File: config.mk
export PLATFORM = sky130hd
export DESIGN_NAME = if_fetch_stage
export DESIGN_NICKNAME = d
export VERILOG_FILES = /design/src/rtl/if_fetch_stage.sv
export SDC_FILE = /design/constraint.sdc
export NUM_CORES = 1
export LEC_CHECK = 0
export BUFFER_PORTS_ARGS = -buffer_cell sky130_fd_sc_hd__buf_2
export CAP_MARGIN = 15
export CORE_MARGIN = 3
export CORE_UTILIZATION = 54
export DETAILED_ROUTE_END_ITERATION = 8
export PLACE_DENSITY = 0.8
export SLEW_MARGIN = 20
export SYNTH_ARGS = -nofsm -noshare
export SYNTH_HDL_FRONTEND = slang
export SYNTH_SLANG_ARGS = --single-unit
File: constraint.sdc
create_clock -name clk -period 2.45 [get_ports clk]
set_clock_uncertainty 0.2 [all_clocks]
set_input_delay 0.6125 -clock clk [delete_from_list [all_inputs] [get_ports clk]]
set_output_delay 0.6125 -clock clk [all_outputs]
set_load 0.02 [all_outputs]
File: src/rtl/if_fetch_stage.sv
// if_fetch_stage: PC register and IF/ID pipeline register with a req/valid imem interface
//
// Ports:
//   clk, rst                      clock, synchronous active-high reset
//   PC_Write, IF_ID_write         stall controls from the hazard detector (0 = hold)
//   branch_taken, branch_target   ID-stage redirect; target bits [1:0] forced to 0
//   imem_req, imem_addr           fetch request and address (stable while waiting)
//   imem_rdata, imem_valid        fetch response
//   IF_ID_instr, IF_ID_pc4        registered instruction and its PC+4
//   IF_ID_valid                   1 = real instruction, 0 = bubble
//   IF_ID_Rs_addr, IF_ID_Rt_addr  register fields of IF_ID_instr for hazard compare
module if_fetch_stage #(
    parameter int PC_WIDTH = 32,
    parameter int INSTR_WIDTH = 32,
    parameter logic [PC_WIDTH-1:0] RESET_PC = '0
) (
    input  logic                   clk,
    input  logic                   rst,
    input  logic                   PC_Write,
    input  logic                   IF_ID_write,
    input  logic                   branch_taken,
    input  logic [PC_WIDTH-1:0]    branch_target,
    output logic                   imem_req,
    output logic [PC_WIDTH-1:0]    imem_addr,
    input  logic [INSTR_WIDTH-1:0] imem_rdata,
    input  logic                   imem_valid,
    output logic [INSTR_WIDTH-1:0] IF_ID_instr,
    output logic [PC_WIDTH-1:0]    IF_ID_pc4,
    output logic                   IF_ID_valid,
    output logic [4:0]             IF_ID_Rs_addr,
    output logic [4:0]             IF_ID_Rt_addr
);
    typedef enum logic {FETCH, DISCARD} state_t;
    state_t state;
    logic [PC_WIDTH-1:0] pc, pc4, held_addr, saved_target, target;
    logic redirect, req;
    assign redirect = branch_taken & PC_Write;
    assign target = branch_target & ~PC_WIDTH'(3);
    assign pc4 = pc + PC_WIDTH'(4);
    assign imem_req = req;
    // DISCARD keeps presenting the address of the abandoned fetch until its response drains
    assign imem_addr = (state == DISCARD) ? held_addr : pc;
    assign IF_ID_Rs_addr = IF_ID_instr[25:21];
    assign IF_ID_Rt_addr = IF_ID_instr[20:16];
    always_ff @(posedge clk) begin
        if (rst) begin
            state <= FETCH;
            pc <= RESET_PC;
            held_addr <= '0;
            saved_target <= '0;
            req <= 1'b0;
            IF_ID_instr <= '0;
            IF_ID_pc4 <= '0;
            IF_ID_valid <= 1'b0;
        end else begin
            req <= 1'b1;
            if (state == FETCH) begin
                if (redirect) begin
                    IF_ID_instr <= '0;
                    IF_ID_valid <= 1'b0;
                    if (imem_valid) begin
                        pc <= target;
                    end else begin
                        // a fetch is outstanding: wait for it to drain before redirecting
                        held_addr <= pc;
                        saved_target <= target;
                        state <= DISCARD;
                    end
                end else if (imem_valid && PC_Write && IF_ID_write) begin
                    IF_ID_instr <= imem_rdata;
                    IF_ID_pc4 <= pc4;
                    IF_ID_valid <= 1'b1;
                    pc <= pc4;
                end else if (IF_ID_write) begin
                    IF_ID_instr <= '0;
                    IF_ID_valid <= 1'b0;
                end
            end else begin
                if (IF_ID_write) begin
                    IF_ID_instr <= '0;
                    IF_ID_valid <= 1'b0;
                end
                if (redirect) saved_target <= target;
                if (imem_valid) begin
                    pc <= redirect ? target : saved_target;
                    state <= FETCH;
                end
            end
        end
    end
endmodule
==> impl_metrics.json, run 1 <==
{
  "start_util": 0.556,
  "nFillCells": 1075,
  "min_period_over_period": 0.977,
  "synth_seq_cells": 163,
  "antenna_found_initial": 0,
  "cts_max_path_buffers": 2,
  "fin_tns_setup_ns": 0,
  "path_class": "flop to primary output",
  "placed_cell_area_um2": 8700,
  "grt_first_pass_wirelength_mm": 33.2,
  "vias": 7315,
  "cts_hold_buffers": 0,
  "dp_hpwl_mm": 14.8,
  "setup_viol": 0,
  "synth_top_cell_by_area": "dfxtp_1",
  "nNetsFinal": 1130,
  "worst_pin_slew_ns": 0.413,
  "async_reset_ff_frac": 0,
  "final.setup.worst_slack_ns": 0.0554,
  "place.gp.congestion": 0.919,
  "h-tree-depth": 4,
  "synthTopCellsByArea": "dfxtp_1 (44%), nand2_1 (8.9%), a21oi_1 (8.4%)",
  "dieArea_um2": 15200,
  "status": "completed",
  "yosysWarnings": 0,
  "maxSlewViolCount": 0,
  "wl_per_cell_um": 17.3,
  "avgSynthCellArea_um2": 8.27,
  "die_w_um": 123,
  "syn-instance-count": 898,
  "cts.sinks": 163,
  "pin_count": 178,
  "synth_edf_count": 0,
  "ant_nets": 0,
  "detailedRoute.firstPassIterationCount": 6,
  "syn_to_final_growth_pct": 25.2,
  "fmax_mhz": 418,
  "power_density_nw_per_um2": 633,
  "synth_top_area_frac": 0.440,
  "p_total_w": 0.00589,
  "synth_seq_area_share": 0.440,
  "synth_nets": 969,
  "maxCapViolCount": 0,
  "grt_max_degree": 60,
  "cts_buffers": 17,
  "worstSetupStartpointType": "flop",
  "design_area_um2": 9300,
  "cts_tree": "built",
  "antenna_cells": 0,
  "path_clk_slew_ns": 0.07,
  "clock_latency_ns": 0.44,
  "synth_flop_cell": "dfxtp_1",
  "drc": 0,
  "core_um2": 13300,
  "min_period_ns": 2.39,
  "peakVddDrop_mv": 0.505,
  "grt_pass1_vias": 6559,
  "drive_above_1_share": 0.300,
  "syn-cell-area_um2": 7420,
  "die_y_um": 123,
  "end_kind": "primary output",
  "required_ns": 1.64,
  "hold_path_class": "primary input to flop",
  "synth_cell_types": 54,
  "wl_mm": 21.6,
  "arrival_ns": 1.58,
  "timing.slew.headroom": 0.725,
  "avgViaCountPerCell": 5.86,
  "fin_util": 0.697,
  "core.rowCount": 42,
  "place.port_buffers": 175,
  "p_leak_nw": 3.91,
  "cts-root-buf": "clkbuf_16",
  "gr-total-overflow": 0,
  "path_max_fanout": 16,
  "grt_util_all_layers": 0.279,
  "hold_viol": 0,
  "drt_iter0_markers": 697,
  "pre_cts_ws_ns": 0.165
}
-- cells in the mapped netlist, types with 7 or more instances --
master / number
buf_2: 11
or3_1: 7
nor2_1: 24
mux2_2: 28
nor3_1: 8
a21oi_1: 124
dfxtp_1: 163
nand3_1: 29
nand2_1: 177
buf_4: 17
and3_1: 11
a211oi_1: 12
o21ai_0: 46
xnor2_1: 10
o311ai_0: 7
a22o_1: 32
and4_1: 8
o21a_1: 7
xor2_1: 18
nand4_1: 12
clkbuf_1: 66
a31oi_1: 13
-- cells by family after synthesis --
| family | after synthesis | share of synthesized area |
|---|---|---|
| multiplexers | 31 | 0.0465 |
| adder cells (fa/ha/maj) | 1 | 0.00168 |
| AND/OR/NAND/NOR | 299 | 0.191 |
| buffers and inverters | 106 | 0.0647 |
| flip-flops | 163 | 0.440 |
| XOR/XNOR | 28 | 0.0330 |
| AO/OA/AOI/OAI | 270 | 0.223 |
-- per-layer routing --
metal  vias to the layer above  wire length [um]  global-route usage
met3                        58              1270              0.0531
li1                       3487                 -                   -
met4                         0               694               0.129
met1                      3485              8800               0.340
met5                         -                 0                   0
met2                       285             10900               0.474
-- registers in the layout (all words and copies together) (netlist names) --
signal        cells
IF_ID_instr      32
IF_ID_pc4        32
IF_ID_valid       1
held_addr        32
imem_req          1
pc               32
saved_target     32
state             1
-- worst max-delay path, cell delays in order (launching register included) --
cell	delay, ns
dfxtp_4	0.43
buf_6	0.19
mux2_2	0.36
buf_2	0.16
-- metrics by stage --
step	cells	hold slack (ns)
final	1248	0.176
after global routing	1248	0.172
after CTS	1248	0.168
after detailed placement	1214	0.234
after global placement	1214	0.229
after floorplan	898	0.231
-- placed cells by master, fill, tap and decap left out, types with 13 or more instances in the layout --
| cell | Yosys | layout |
|---|---|---|
| a21oi_1 | 124 | 123 |
| a22o_1 | 32 | 32 |
| a31oi_1 | 13 | 13 |
| buf_2 | 11 | 173 |
| buf_4 | 17 | 57 |
| clkbuf_16 | 0 | 17 |
| dfxtp_1 | 163 | 162 |
| mux2_2 | 28 | 28 |
| nand2_1 | 177 | 177 |
| nand3_1 | 29 | 29 |
| nor2_1 | 24 | 23 |
| o21ai_0 | 46 | 46 |
| xor2_1 | 18 | 18 |
-- path summary, 6_finish.rpt --
path | start | to | slack, ns | depth (start not counted)
setup / recovery | state | imem_addr[31] | 0.06 | 3
hold / removal | imem_rdata[3] | IF_ID_instr[3] | 0.18 | 2
setup reg to reg | pc[2] | IF_ID_pc4[26] | 0.16 | 7
hold reg to reg | IF_ID_valid | IF_ID_valid | 0.25 | 1
-- cell type report --
type                       instances  area [um^2]  area share
multi-input combinational        629         3710       0.399
inverter                           6         22.5     0.00242
timing repair buffer             242         1520       0.164
sequential                       163         3270       0.351
clock inverter                    14          121      0.0131
tap                              176          220      0.0237
clock buffer                      18          429      0.0462
-- repair_timing --
item | in CTS | in global routing
endpoints found under the setup margin | 28 | 1
buffers inserted | 1 | 0
gates resized for setup | 3 | 2
cloned | 1 | 0
-- power by group --
part           total (W)  switching [W]  internal, W
combinational   0.000610       0.000373     0.000237
clock            0.00251        0.00119      0.00133
sequential       0.00277      0.0000529      0.00271
Power figures use the tool's default switching activity.
==> run 2, diff against run 1 <==
Settings changed: CORE_UTILIZATION 54 to 45, PLACE_DENSITY 0.8 to 0.69.
==> run 2 against run 1 <==
Setup slack improved by 0.027 ns; die area rose by 19%; critical path depth did not move; cell count grew 3.1%; final area up 0.74%; clock power is 8.4% higher; register-to-register slack is essentially flat; sequential share of layout area fell by 0.26 points; power increased by 3.5%; first-iteration DRC count shrank 28%; utilization decreased by 11 points; clock-buffer cell count unchanged; highest routed layer unchanged.
==> impl_metrics.json, run 2 (synthesized netlist as in run 1, its figures left out) <==
{
  "path_max_fanout": 18,
  "grt_util_all_layers": 0.241,
  "multiInputGateArea_um2": 3710,
  "min_period_over_period": 0.966,
  "fin_tns_setup_ns": 0,
  "wl_per_cell_um": 17.3,
  "design_area_um2": 9370,
  "worstSetupStartpointType": "flop",
  "vias": 7207,
  "die_y_um": 134,
  "avgViaCountPerCell": 5.60,
  "path_class": "flop to primary output",
  "drt_iter0_markers": 504,
  "mostFrequentLayoutCells": "nand2_1 (177), buf_2 (174), dfxtp_1 (162)",
  "pre_cts_ws_ns": 0.187,
  "r2r_cells": 7,
  "final.setup.worst_slack_ns": 0.0826,
  "dp_hpwl_mm": 15.3,
  "nNetsFinal": 1129,
  "pin_count": 178,
  "h-tree-depth": 4,
  "maxSlewViolCount": 0,
  "grt_first_pass_wirelength_mm": 35.0,
  "arrival_ns": 1.55,
  "fmax_mhz": 422,
  "whs_ns": 0.196,
  "detailedRoute.firstPassIterationCount": 5,
  "setup_viol": 0,
  "status": "completed",
  "clock_latency_ns": 0.43,
  "power_density_nw_per_um2": 650,
  "cts_max_path_buffers": 2,
  "die_w_um": 134,
  "syn_to_final_growth_pct": 26.2,
  "placed_cell_area_um2": 8750,
  "start_util": 0.464,
  "drc": 0,
  "timing.slew.headroom": 0.610,
  "cts.sinks": 163,
  "drive_above_1_share": 0.300,
  "p_leak_nw": 3.92,
  "seq_area_um2": 3270,
  "place.port_buffers": 175,
  "cts-root-buf": "clkbuf_16",
  "grt_pass1_vias": 6774,
  "ant_nets": 0,
  "cts_hold_buffers": 0,
  "grt_max_degree": 60,
  "required_ns": 1.64,
  "maxCapViolCount": 0,
  "cts_buffers": 17,
  "peakVddDrop_mv": 0.489,
  "min_period_ns": 2.37,
  "nFillCells": 1503,
  "r2r_slack_ns": 0.17,
  "min_delay_path_depth": 2,
  "hold_path_class": "primary input to flop",
  "core_um2": 16000,
  "wl_mm": 22.2,
  "path_clk_slew_ns": 0.07,
  "place.gp.congestion": 0.893,
  "dp_cells": 1253,
  "gr-total-overflow": 0,
  "antenna_cells": 0,
  "hold_viol": 0,
  "worst_pin_slew_ns": 0.585,
  "cts_tree": "built",
  "dieArea_um2": 18100,
  "end_kind": "primary output",
  "fin_cells": 1287,
  "core.rowCount": 46,
  "antenna_found_initial": 0,
  "final_common_cell": "nand2_1",
  "rsz0062_at_grt": "false"
}
==> run 2: cell count changes in the layout (fill, tap and decap cells not counted), sizes merged <==
| cell | delta |
|---|---|
| clkinvlp | -1 |
| clkinv | -2 |
| bufinv | +2 |
| inv | +1 |
| buf | -1 |
==> run 2: power breakdown <==
| part | switching [W] | internal [W] | total, W |
|---|---|---|---|
| sequential | 0.0000532 | 0.00271 | 0.00277 |
| clock | 0.00118 | 0.00154 | 0.00272 |
| combinational | 0.000376 | 0.000231 | 0.000607 |
| total | 0.00161 | 0.00448 | 0.00609 |
==> run 2: final timing paths <==
| kind | start | endpoint |
|---|---|---|
| worst max-delay path | state | imem_addr[0] |
| worst min-delay path | imem_rdata[8] | IF_ID_instr[8] |
| worst max register to register | pc[2] | pc[30] |
| worst min register to register | saved_target[17] | saved_target[17] |
==> run 2: final cells by class <==
type	instances	share of cell area
clock buffers	18	0.0458
clock inverters	14	0.0176
inverters	6	0.00240
multi-input cells	629	0.396
flip-flops and latches	163	0.349
well taps	216	0.0289
repair buffers	241	0.160
==> run 2: through the flow <==
stage	util	power (W)
final	0.585	0.00609
after global routing	0.585	0.00630
after CTS	0.585	0.00613
after detailed placement	0.547	0.00343
after global placement	0.547	0.00342
after floorplan	-	0.00316
==> run 2: layer usage <==
| layer | up-vias | part of all wire | global-route usage |
|---|---|---|---|
| met5 | - | 0 | 0 |
| met4 | 0 | 0.025 | 0.0803 |
| met3 | 41 | 0.050 | 0.0462 |
| met2 | 214 | 0.51 | 0.420 |
| met1 | 3470 | 0.42 | 0.300 |
| li1 | 3482 | - | - |
==> run 2: what timing repair did <==
action / in CTS / in global routing
setup buffers: 2 / 0
resized for setup: 1 / 0
endpoints found under the setup margin: 29 / 0
==> run 2: worst max-delay path, stage by stage (launching register included) <==
cell and delay, ns:
dfxtp_4 0.44, buf_12 0.17, mux2_2 0.35, buf_2 0.16
